[src/rtl/fp_convert_seq_pkg.sv]
// Shared constants and state encoding for the 12-bit sample to 8-bit float converter.
package fp_conv_pkg;

    localparam int DATA_W = 12;
    localparam int EXP_W  = 3;
    localparam int FRAC_W = 4;

    localparam logic [EXP_W-1:0]  E_MAX   = 3'd7;
    localparam logic [FRAC_W-1:0] F_MAX   = 4'd15;
    localparam logic [FRAC_W-1:0] F_CARRY = 4'd8;

    typedef enum logic [1:0] {
        IDLE,
        NORM,
        ROUND,
        DONE
    } state_t;

endpackage

[src/rtl/fp_convert_seq_if.sv]
// Sample-in / float-out handshake bundle; the converter sits on the slave side.
interface fp_convert_seq_if
    import fp_conv_pkg::*;
();

    logic [DATA_W-1:0] d;
    logic              in_valid;
    logic              in_ready;
    logic              s;
    logic [EXP_W-1:0]  e;
    logic [FRAC_W-1:0] f;
    logic              out_valid;
    logic              out_ready;

    modport master (
        output d, in_valid, out_ready,
        input  in_ready, s, e, f, out_valid
    );

    modport slave (
        input  d, in_valid, out_ready,
        output in_ready, s, e, f, out_valid
    );

endinterface

[src/rtl/fp_convert_seq_split.sv]
// Splits a two's-complement sample into sign and 12-bit magnitude (0x800 stays 0x800).
module sign_mag_split
    import fp_conv_pkg::*;
(
    input  logic [DATA_W-1:0] d,
    output logic              sign,
    output logic [DATA_W-1:0] mag
);

    assign sign = d[DATA_W-1];
    assign mag  = sign ? (~d + DATA_W'(1)) : d;

endmodule

[src/rtl/fp_convert_seq.sv]
// Sequencer: accept a sample, normalise one bit per cycle, round, then hold the result until taken.
module fp_convert_seq
    import fp_conv_pkg::*;
#(
    parameter bit ROUND_EN = 1'b1
) (
    input  logic             clk,
    input  logic             rst_n,
    fp_convert_seq_if.slave  bus
);

    state_t            state_q, state_d;
    logic [DATA_W-1:0] mag_q, mag_d;
    logic [EXP_W-1:0]  cnt_q, cnt_d;
    logic              sat_q, sat_d;
    logic              sign_q, sign_d;
    logic              s_q, s_d;
    logic [EXP_W-1:0]  e_q, e_d;
    logic [FRAC_W-1:0] f_q, f_d;

    logic              split_sign;
    logic [DATA_W-1:0] split_mag;
    logic [FRAC_W-1:0] f_raw;
    logic              round_bit;

    sign_mag_split u_split (
        .d    (bus.d),
        .sign (split_sign),
        .mag  (split_mag)
    );

    assign f_raw     = mag_q[10:7];
    assign round_bit = mag_q[6];

    always_ff @(posedge clk or negedge rst_n) begin
        if (!rst_n) begin
            state_q <= IDLE;
            mag_q   <= '0;
            cnt_q   <= '0;
            sat_q   <= 1'b0;
            sign_q  <= 1'b0;
            s_q     <= 1'b0;
            e_q     <= '0;
            f_q     <= '0;
        end else begin
            state_q <= state_d;
            mag_q   <= mag_d;
            cnt_q   <= cnt_d;
            sat_q   <= sat_d;
            sign_q  <= sign_d;
            s_q     <= s_d;
            e_q     <= e_d;
            f_q     <= f_d;
        end
    end

    always_comb begin
        state_d = state_q;
        mag_d   = mag_q;
        cnt_d   = cnt_q;
        sat_d   = sat_q;
        sign_d  = sign_q;
        s_d     = s_q;
        e_d     = e_q;
        f_d     = f_q;

        case (state_q)
            IDLE: begin
                if (bus.in_valid) begin
                    sign_d  = split_sign;
                    mag_d   = split_mag;
                    cnt_d   = E_MAX;
                    sat_d   = 1'b0;
                    state_d = NORM;
                end
            end

            NORM: begin
                // Only -2048 has bit 11 set after the split; it cannot be represented.
                if (mag_q[11]) begin
                    sat_d   = 1'b1;
                    state_d = ROUND;
                end else if (mag_q[10] || (cnt_q == '0)) begin
                    state_d = ROUND;
                end else begin
                    mag_d = mag_q << 1;
                    cnt_d = cnt_q - 3'd1;
                end
            end

            ROUND: begin
                s_d     = sign_q;
                e_d     = cnt_q;
                f_d     = f_raw;
                state_d = DONE;
                if (sat_q) begin
                    e_d = E_MAX;
                    f_d = F_MAX;
                end else if (ROUND_EN && round_bit) begin
                    // A carry out of F renormalises to 1000 with one more exponent step.
                    if (f_raw != F_MAX) begin
                        f_d = f_raw + 4'd1;
                    end else if (cnt_q != E_MAX) begin
                        e_d = cnt_q + 3'd1;
                        f_d = F_CARRY;
                    end else begin
                        e_d = E_MAX;
                        f_d = F_MAX;
                    end
                end
            end

            DONE: begin
                if (bus.out_ready) begin
                    state_d = IDLE;
                end
            end

            default: begin
                state_d = IDLE;
            end
        endcase
    end

    assign bus.in_ready  = (state_q == IDLE);
    assign bus.out_valid = (state_q == DONE);
    assign bus.s         = s_q;
    assign bus.e         = e_q;
    assign bus.f         = f_q;

endmodule
[src/flat_wrapper.sv]
// flat-port wrapper written by rule: the top's interface ports become plain ports
module fp_convert_seq_flat import fp_conv_pkg::*;
#(
    parameter bit ROUND_EN = 1'b1
)
  (clk, rst_n, bus_d, bus_in_valid, bus_out_ready, bus_in_ready, bus_s, bus_e, bus_f, bus_out_valid);
  fp_convert_seq_if bus_i ();
  input  logic clk;
  input  logic rst_n;
  input wire logic [$bits(bus_i.d)-1:0] bus_d;
  input wire logic [$bits(bus_i.in_valid)-1:0] bus_in_valid;
  input wire logic [$bits(bus_i.out_ready)-1:0] bus_out_ready;
  output wire logic [$bits(bus_i.in_ready)-1:0] bus_in_ready;
  output wire logic [$bits(bus_i.s)-1:0] bus_s;
  output wire logic [$bits(bus_i.e)-1:0] bus_e;
  output wire logic [$bits(bus_i.f)-1:0] bus_f;
  output wire logic [$bits(bus_i.out_valid)-1:0] bus_out_valid;
  assign bus_i.d = bus_d;
  assign bus_i.in_valid = bus_in_valid;
  assign bus_i.out_ready = bus_out_ready;
  assign bus_in_ready = bus_i.in_ready;
  assign bus_s = bus_i.s;
  assign bus_e = bus_i.e;
  assign bus_f = bus_i.f;
  assign bus_out_valid = bus_i.out_valid;
  fp_convert_seq #(.ROUND_EN(ROUND_EN)) u_core (.clk(clk), .rst_n(rst_n), .bus(bus_i));
endmodule
[config.mk]
export PLATFORM = sky130hd
export DESIGN_NAME = fp_convert_seq_flat
export DESIGN_NICKNAME = d
export VERILOG_FILES = /design/src/rtl/fp_convert_seq_pkg.sv /design/src/rtl/fp_convert_seq_if.sv /design/src/rtl/fp_convert_seq_split.sv /design/src/rtl/fp_convert_seq.sv /design/src/flat_wrapper.sv
export SDC_FILE = /design/constraint.sdc
export NUM_CORES = 1
export LEC_CHECK = 0
export ABC_AREA = 1
export BUFFER_PORTS_ARGS = -buffer_cell sky130_fd_sc_hd__buf_2
export CAP_MARGIN = 15
export CORE_MARGIN = 5
export CORE_UTILIZATION = 50
export DETAILED_ROUTE_END_ITERATION = 6
export PLACE_DENSITY = 0.79
export SLEW_MARGIN = 10
export SYNTH_ARGS = -nofsm -noshare
export SYNTH_HDL_FRONTEND = slang
export SYNTH_SLANG_ARGS = --single-unit
[constraint.sdc]
create_clock -name clk -period 1.5 [get_ports clk]
set_clock_uncertainty 0.05 [all_clocks]
set_input_delay 0.075 -clock clk [delete_from_list [all_inputs] [get_ports clk]]
set_output_delay 0.075 -clock clk [all_outputs]
set_load 0.1 [all_outputs]
Word-level counts from Yosys, hierarchy flattened:

Cells that the tools add are included.

* add/subtract/negate cells: 4
* eq/ne operators: 11
* muxes and demuxes: 25
* reductions and logical operators: 9
* bitwise logic cells: 1

Operators with widths (number)
* $mux W12: 4
* $mux W3: 8
* $pmux W12 S2: 1
* $add A12 B1 Y12 const B: 1
* $mux W4: 3
* $not A12 Y12: 1
* $mux W2: 4
* $ne A2 B2 Y1 const B: 4
* $pmux W2 S4: 1
* $pmux W3 S2: 1
* $reduce_and A3 Y1: 2
* $add A4 B1 Y4 const B: 1
* $eq A2 B2 Y1 const B: 2
* $ne A4 B4 Y1 const B: 1
* $reduce_and A2 Y1: 2
* $reduce_and A4 Y1: 1
* $add A3 B1 Y3 const B: 1
* $logic_not A3 Y1: 1
* $ne A3 B1 Y1 const B: 1
* $ne A3 B3 Y1 const B: 1
* $sub A3 B1 Y3 const B: 1
* $eq A2 B1 Y1 const B: 1
* $logic_not A2 Y1: 1
* $mux W1: 2
* other kinds (4): 4

* word-level logic and storage cells: 59
* register bits after elaboration: 27
* bits of input ports: 16
* output and inout bits: 10

Depth between registers and ports, before layout:

Gate-level depths: netlist of the first run.

* depth after elaboration: 5
* depth in mapped cells: 11
* depth with buffers taken out: 10

By module:

From an unflattened synthesis of the first run, not the netlist that was laid out.

* cell total of the unflattened synthesis: 277
* area, all modules: 1935.6 um^2

Modules (own cells, without submodules)
* fp_convert_seq: seq. area each 675.6 um^2, cells an instance 218, area each 1632.8 um^2, instances 1
* sign_mag_split: seq. area each 0.0 um^2, cells an instance 59, area each 302.8 um^2, instances 1

Worst setup path before layout of the first run:

No wires, ideal clock.

* path type: reg-to-reg
* from: register u_core.state_q[0]
* to: register u_core.mag_q[10]
* data required time: 1328 ps
* clock period less this slack: 2374 ps
* stages on the path, launching flop included: 9
* library setup time: 122 ps
* arrival time: 2202 ps
* buffers on the path: 1
* path slack: -874 ps
* path through: dfrtp_1 -> inv_1 -> ha_1 -> nand2_1 -> o21ai_4 -> nand2_4 -> buf_6 -> a21oi_1 -> a21oi_1

* word-level cells in the longest chain between the ends: 3
* elaborated cells on any way between the ends: 8
* those cells by class: eq/ne (4); mux (1); reduce/logical (3)

Ends and longest elaborated chain
* start, declared: RTL line fp_convert_seq.sv:12 `state_t state_q, state_d;`
* start signal, assigned: RTL line fp_convert_seq.sv:46 `state_q <= state_d;`
* $logic_not A2 Y1 (*)
* named net bus_in_ready: RTL line flat_wrapper.sv:13 `output wire logic [$bits(bus_i.in_ready)-1:0] bus_in_ready;`
* $ne A2 B2 Y1 (no line) or $reduce_bool A2 Y1 (tied branches)
* $reduce_and A4 Y1 (no line)
* end signal, assigned: RTL line fp_convert_seq.sv:47 `mag_q <= mag_d;`
* end, declared: RTL line fp_convert_seq.sv:13 `logic [DATA_W-1:0] mag_q, mag_d;`

Mark *: on every way through the listed nets, which the timed path passes. The rest lies on a longest branch.
A chain may end at the register's enable or synchronous reset.

Worst setup path in the final report of the first run:

* from: register u_core.cnt_q[0]
* to: register u_core.mag_q[9]

* word-level cells in the longest chain between the ends: 4

Ends and longest elaborated chain
* start, declared: RTL line fp_convert_seq.sv:14 `logic [EXP_W-1:0] cnt_q, cnt_d;`
* start signal, assigned: RTL line fp_convert_seq.sv:48 `cnt_q <= cnt_d;`
* $logic_not A3 Y1: RTL line fp_convert_seq.sv:83 `end else if (mag_q[10] || (cnt_q == '0)) begin`
* $logic_or A1 B1 Y1: RTL line fp_convert_seq.sv:83
* $ne A2 B2 Y1 (no line)
* $reduce_and A4 Y1 (no line)

Every way passes these cells.

==> results of run 1 <==
==> through the flow <==
step                      setup WS, ns  power, W
after floorplan                -0.0788   0.00374
after global placement          -0.147   0.00468
after detailed placement        -0.198   0.00476
after CTS                       -0.117   0.00553
after global routing            -0.260   0.00644
final                           -0.180   0.00603
==> worst min-delay path: stages <==
cell and delay [ns]:
buf_2 0.10, inv_1 0.05, nand4_1 0.08, o22ai_1 0.06
==> sequential cells by signal, indices dropped and copies added (netlist names) <==
name,cells
u_core.state_q,2
u_core.bus.e,3
u_core.mag_q,12
u_core.sat_q,1
u_core.cnt_q,3
u_core.bus.f,4
u_core.bus.s,1
u_core.sign_q,1
==> cell families after synthesis <==
family | share of synthesized area, %
simple gates | 24.0
buf+inv | 9.54
xor+xnor | 1.58
fa+ha+maj | 6.76
compound gates | 17.6
flops | 40.6
==> cell usage after synthesis <==
library cell / instances / area [sq um]
clkbuf_1: 1 / 3.75
o22ai_1: 2 / 12.5
buf_2: 3 / 15.0
nand2_4: 1 / 11.3
nor2_1: 32 / 120
nand3_1: 20 / 100
o31ai_1: 1 / 7.51
nand4_1: 2 / 12.5
buf_6: 2 / 22.5
a21oi_1: 24 / 120
a31oi_1: 6 / 37.5
inv_1: 29 / 109
ha_1: 9 / 113
or2_2: 1 / 6.26
o21ai_4: 1 / 16.3
nor2_2: 1 / 6.26
inv_2: 1 / 3.75
xnor2_1: 1 / 8.76
o211ai_1: 1 / 7.51
nand3b_1: 1 / 7.51
a32oi_1: 1 / 8.76
clkinv_2: 1 / 5.00
o21ai_0: 15 / 75.1
xor2_1: 2 / 17.5
nand2_1: 36 / 135
a22oi_1: 1 / 7.51
dfrtp_1: 27 / 676
==> worst max path at each step <==
| stage | start | end | slack (ns) | cells past startpoint |
|---|---|---|---|---|
| after CTS | u_core.cnt_q[0]$_DFFE_PN0P_ | u_core.state_q[0]$_DFFE_PN0P_ | -0.12 | 10 |
| after global routing | u_core.cnt_q[0]$_DFFE_PN0P_ | u_core.state_q[0]$_DFFE_PN0P_ | -0.26 | 10 |
| after detailed placement | u_core.cnt_q[1]$_DFFE_PN0P_ | u_core.mag_q[4]$_DFFE_PN0P_ | -0.20 | 10 |
| after global placement | u_core.cnt_q[1]$_DFFE_PN0P_ | u_core.cnt_q[0]$_DFFE_PN0P_ | -0.15 | 10 |
| final | u_core.cnt_q[0]$_DFFE_PN0P_ | u_core.mag_q[9]$_DFFE_PN0P_ | -0.18 | 10 |
| after floorplan | u_core.state_q[1]$_DFFE_PN0P_ | u_core.mag_q[10]$_DFFE_PN0P_ | -0.08 | 8 |
==> final cells by class <==
class | count | share of cell area [%]
well taps | 46 | 2.38
repair buffers | 62 | 20.4
flip-flops and latches | 27 | 27.9
clock buffers | 4 | 1.08
multi-input cells | 159 | 42.9
inverters | 31 | 5.32
==> per-layer routing <==
metal | wire length, microns | vias up
met5 | 0 | -
met4 | 93 | 0
met3 | 177 | 6
met2 | 2310 | 41
met1 | 1850 | 795
li1 | - | 859
==> repair_timing <==
action,4_1_cts,5_1_grt
hold buffers,5,0
gates cloned,2,0
setup buffers,9,3
gates resized for setup,25,30
pin swaps,8,5
endpoints found under the hold margin,32,0
endpoints found under the setup margin,17,24
==> cell usage in the layout, fill, tap and decap left out, drive strengths merged <==
cell / instances
buf: 57
nand2: 38
nor2: 33
inv: 30
dfrtp: 27
a21oi: 24
nand3: 20
o21ai: 16
ha: 9
a31oi: 6
dlygate4sd3: 5
clkbuf: 4
nand4: 2
o22ai: 2
xor2: 2
clkinv: 1
a32oi: 1
a22oi: 1
or2: 1
o211ai: 1
o31ai: 1
nand3b: 1
xnor2: 1
==> where the power goes <==
| part | total [W] | switching [W] | leakage, nW | internal [W] |
|---|---|---|---|---|
| logic | 0.00436 | 0.00265 | 0.829 | 0.00171 |
| clock network | 0.000343 | 0.000238 | 0.0150 | 0.000105 |
| registers | 0.00133 | 0.000265 | 0.302 | 0.00107 |
| total | 0.00603 | 0.00315 | 1.15 | 0.00288 |
==> impl_metrics.env, run 1 <==
export IMPL_run_status="complete, but fails checks"
export IMPL_failed_checks="negative setup slack"
export IMPL_finalHoldViolCount=0
export IMPL_timing_final_ws_setup_ns=-0.180
export IMPL_grt_met3_usage_pct=1.50
export IMPL_seqCellArea_sq_um=676
export IMPL_syn_nets=247
export IMPL_max_freq_ghz=0.595
export IMPL_clk_latency_ns=0.35
export IMPL_busiest_layer="met2"
export IMPL_vias_per_cell=5.17
export IMPL_worstHoldEndpoint="u_core.mag_q[11]$_DFFE_PN0P_"
export IMPL_worstSetupStartpointType="register"
export IMPL_post_dp_cell_area_sq_um=2070
export IMPL_path_clk_slew_ns=0.16
export IMPL_place_inst=309
export IMPL_n_antenna_cell=0
export IMPL_drc=0
export IMPL_row_count=21
export IMPL_cts_tree="yes"
export IMPL_worstPathMaxFanout=5
export IMPL_worstHoldPathType="primary input to register"
export IMPL_path_buf_inv=2
export IMPL_gr_total_overflow=0
export IMPL_synth_seq_cells=27
export IMPL_powerDensity_nw_per_um2=2490
export IMPL_grt_pass1_vias=1678
export IMPL_coreArea_sq_um=3280
export IMPL_synthesis_area_sq_um=1670
export IMPL_min_from="bus_d[9]"
export IMPL_crit_slowest_cell="dfrtp_1"
export IMPL_n_fill_cell=240
export IMPL_worst_r2r_cell_count=10
export IMPL_max_stage_delay_ns=0.43
export IMPL_crit_family="flip-flops"
export IMPL_root_buffer="clkbuf_4"
export IMPL_grt_pass1_wl_microns=7190
export IMPL_ant_nets=0
export IMPL_slew_headroom_pct=59.8
export IMPL_reg2reg_slack_ns=-0.18
export IMPL_die_w_microns=67.7
export IMPL_wl_per_cell_microns=13.4
export IMPL_drt_initial_drc_count=78
export IMPL_worstHoldPathCells=4
export IMPL_dieArea_sq_um=4580
export IMPL_wirelength_microns=4420
export IMPL_synth_avg_cell_area_sq_um=7.50
export IMPL_crit_required_ns=1.69
export IMPL_crit_path_end_kind="register"
export IMPL_grt_max_degree=28
export IMPL_worst_slew_pin_slew_ns=0.602
export IMPL_grt_util_met1_pct=25.2
export IMPL_cts_buffers=3
export IMPL_use_met2_pct=37.8
export IMPL_yosys_warnings=0
export IMPL_drive_above_1_share_pct=37.8
export IMPL_ir_drop_v=0.000794
export IMPL_fin_crit_ns=1.68
export IMPL_critPathArrivalTime_ns=1.87
export IMPL_stdcell_area_sq_um=2420
export IMPL_dp_hpwl_microns=2810
export IMPL_ios=26
export IMPL_cts_buffer_depth=2
export IMPL_rr_endpoint="u_core.mag_q[9]$_DFFE_PN0P_"
export IMPL_stdcell_count=329
export IMPL_routed_via_count=1701
export IMPL_h_tree_depth=1
export IMPL_drtPass1Iterations=4
export IMPL_start_util_pct=50.7
export IMPL_gp_congestion=0.811
export IMPL_hold_slack_ns=0.00523
export IMPL_setup_tns_ns=-1.97
export IMPL_setup_viol=18
export IMPL_cts_sinks=27
export IMPL_seq_area_frac_synth_pct=40.6
export IMPL_post_route_util_pct=73.8
export IMPL_reg2reg_from="u_core.cnt_q[0]$_DFFE_PN0P_"
export IMPL_multi_input_area_sq_um=1040
export IMPL_area_delta_synth_final_pct=45.5
export IMPL_rsz0062_at_grt="yes"
export IMPL_worstSetupPathType="register to register"
export IMPL_antenna_found_initial=0
export IMPL_slew_viol_final=0
export IMPL_period_share_pct=112
export IMPL_path_cells="inv_2, ha_4, ha_4, nor2_4, nand2_4, nand2_2, nand2_4, buf_12, a21oi_2, a21oi_1"
export IMPL_io_buffers=25
export IMPL_ys_types=27
export IMPL_leakagePower_nw=1.15
export IMPL_netlist_instances=222
export IMPL_die_h_microns=67.7
export IMPL_num_nets_final=309
export IMPL_max_cap_violations=0
export IMPL_grt_total_usage_pct=20.8
No activity file was read; power rests on OpenSTA's default activity.
==> inputs of run 2 (changes only) <==
--- a/config.mk
+++ b/config.mk
@@ -15,4 +15,5 @@
 export SLEW_MARGIN = 10
 export SYNTH_ARGS = -nofsm -noshare
 export SYNTH_HDL_FRONTEND = slang
+export SYNTH_HIERARCHICAL = 1
 export SYNTH_SLANG_ARGS = --single-unit
==> run 2 against run 1 <==
The flow now finishes without violations. Sequential share of layout area is 1.0 points higher. Worst hold slack better by 0.13 ns. Setup slack better by 0.20 ns. Critical path type unchanged. Critical endpoint is now u_core/cnt_q[1]$_DFFE_PN0P_. Largest cell class unchanged. Largest power group unchanged. Highest routed layer unchanged.
==> impl_metrics.env, run 2 <==
export IMPL_run_status="completed"
export IMPL_cts_sinks=27
export IMPL_seqCellArea_sq_um=676
export IMPL_max_cap_violations=0
export IMPL_slew_headroom_pct=59.8
export IMPL_ys_types=32
export IMPL_start_util_pct=52.1
export IMPL_grt_pass1_vias=1753
export IMPL_post_route_util_pct=62.9
export IMPL_rsz0062_at_grt="yes"
export IMPL_root_buffer="clkbuf_8"
export IMPL_num_nets_final=342
export IMPL_worst_slew_pin_slew_ns=0.603
export IMPL_grt_pass1_wl_microns=7660
export IMPL_finalHoldViolCount=0
export IMPL_synth_avg_cell_area_sq_um=6.99
export IMPL_period_share_pct=98.9
export IMPL_grt_total_usage_pct=18.0
export IMPL_grt_max_degree=28
export IMPL_yosys_warnings=6
export IMPL_coreArea_sq_um=3720
export IMPL_max_freq_ghz=0.674
export IMPL_finalPower_w=0.00543
export IMPL_synth_edff_count=0
export IMPL_gr_total_overflow=0
export IMPL_powerDensity_nw_per_um2=2320
export IMPL_fin_crit_ns=1.48
export IMPL_cts_tree="yes"
export IMPL_ant_nets=0
export IMPL_synthesis_area_sq_um=1940
export IMPL_n_fill_cell=367
export IMPL_wirelength_microns=4160
export IMPL_synth_most_common_cell="nand2_1"
export IMPL_slew_viol_final=0
export IMPL_ios=26
export IMPL_clk_latency_ns=0.27
export IMPL_critPathArrivalTime_ns=1.59
export IMPL_row_count=22
export IMPL_area_delta_synth_final_pct=20.7
export IMPL_crit_required_ns=1.60
export IMPL_antenna_found_initial=0
export IMPL_routed_via_count=1797
export IMPL_dieArea_sq_um=5220
export IMPL_synth_async_reset_ratio_pct=100
export IMPL_syn_nets=302
export IMPL_crit_path_end_kind="register"
export IMPL_die_h_microns=72.2
export IMPL_hold_slack_ns=0.140
export IMPL_post_dp_cell_area_sq_um=2220
export IMPL_drc=0
export IMPL_dp_hpwl_microns=3200
export IMPL_worstSetupPathType="register to register"
export IMPL_netlist_instances=277
export IMPL_worstSetupStartpointType="register"
export IMPL_h_tree_depth=1
export IMPL_wl_per_cell_microns=11.4
export IMPL_synth_main_ff_cell="dfrtp_1"
export IMPL_leakagePower_nw=1.27
export IMPL_ir_drop_v=0.000690
export IMPL_die_w_microns=72.2
export IMPL_synth_top_cell_area_share_pct=34.9
export IMPL_drtPass1Iterations=4
export IMPL_setup_viol=0
export IMPL_vias_per_cell=4.94
export IMPL_drive_above_1_share_pct=23.1
export IMPL_layout_common_cells="nand2_1 (104), dfrtp_1 (27), inv_1 (25)"
export IMPL_cts_buffer_depth=2
export IMPL_final_common_cell="nand2_1"
export IMPL_gp_congestion=0.770
export IMPL_path_clk_slew_ns=0.09
export IMPL_largest_register="u_core/mag_q"
export IMPL_seq_area_frac_synth_pct=34.9
export IMPL_yosys_top_cells_area="dfrtp_1 (35%), nand2_1 (20%), nand3_1 (6.2%)"
export IMPL_synth_area_leader_cell="dfrtp_1"
export IMPL_synth_top_cells_by_count="nand2_1 (105), inv_1 (29), dfrtp_1 (27)"
export IMPL_stdcell_area_sq_um=2340
export IMPL_synth_seq_cells=27
export IMPL_multi_input_area_sq_um=1110
export IMPL_largest_reg_flops=12
export IMPL_worstPathMaxFanout=3
export IMPL_drt_initial_drc_count=89
export IMPL_cts_buffers=3
export IMPL_worstHoldPathType="primary input to register"
export IMPL_setup_tns_ns=0
export IMPL_io_buffers=25
export IMPL_n_antenna_cell=0
## run 2: cell count changes after synthesis, moves of 5 or more
cell     delta
nor2_1     -14
a31oi_1     -5
nand4_1     +7
o21ai_0     -8
o21ai_1     +5
a21oi_1    -17
nand2_1    +69
## run 2: critical path, cell delays in order, from the launching register on
cell,delay (ns)
dfrtp_1,0.40
inv_2,0.08
ha_2,0.19
inv_2,0.08
o21ai_4,0.16
nand3_4,0.11
buf_4,0.17
nand2_1,0.05
nand3_1,0.07
## run 2: final timing paths
check                                              start                     endpoint  slack [ns]  cells after the start
max reg2reg                u_core/state_q[1]$_DFFE_PN0P_  u_core/cnt_q[1]$_DFFE_PN0P_        0.02                      8
min                                         bus_in_valid    u_core/sign_q$_DFFE_PN0P_        0.14                      3
min in group asynchronous                          rst_n  u_core/bus.e[2]$_DFFE_PN0P_        0.29                      2
max                        u_core/state_q[1]$_DFFE_PN0P_  u_core/cnt_q[1]$_DFFE_PN0P_        0.02                      8
max in group asynchronous                          rst_n  u_core/bus.f[2]$_DFFE_PN0P_        0.71                      2
min reg2reg                     u_core/bus.s$_DFFE_PN0P_     u_core/bus.s$_DFFE_PN0P_        0.42                      2
## run 2: final cells by class
cell class / instances / share of cell area [%]
clock buffer: 3 / 1.77
timing repair buffer: 47 / 14.1
tap: 48 / 2.57
inverter: 31 / 4.98
multi-input combinational: 207 / 47.5
clock inverter: 1 / 0.214
sequential: 27 / 28.9
## run 2: per-stage QoR
stage          std cells  worst slack, ns
6_report             364           0.0158
5_1_grt              364          -0.0663
4_1_cts              361           0.0129
3_5_place_dp         355           0.0356
3_3_place_gp         355           0.0787
2_1_floorplan        277          -0.0698
## run 2: kinds of logic after synthesis
family	share of synthesized area, %
AND/OR/NAND/NOR	38.5
buffers and inverters	10.6
flip-flops	34.9
AO/OA/AOI/OAI	7.37
adder cells (fa/ha/maj)	5.82
XOR/XNOR	2.26
multiplexers	0.582
## run 2: timing repair
action                                  4_1_cts  5_1_grt
hold buffers                                  2        0
endpoints found under the setup margin        0       19
endpoints found under the hold margin        28        0
setup buffers                                 0        3
resized for setup                             0        9
## run 2: metal layers
metal  wire length [microns]  GRT usage (%)  part of all wire (%)  vias up
met5                       0              0                     0        -
met2                    2000           30.4                    48       49
met4                      53           5.85                   1.3        0
met1                    1880           24.0                    45      793
met3                     230           1.80                   5.5        4
li1                        -              -                     -      951
## run 2: power breakdown
| group | leakage, nW | switching (W) | internal, W | total (W) |
|---|---|---|---|---|
| registers | 0.329 | 0.000201 | 0.00106 | 0.00126 |
| clock network | 0.0255 | 0.000224 | 0.000186 | 0.000410 |
| logic | 0.918 | 0.00250 | 0.00125 | 0.00375 |
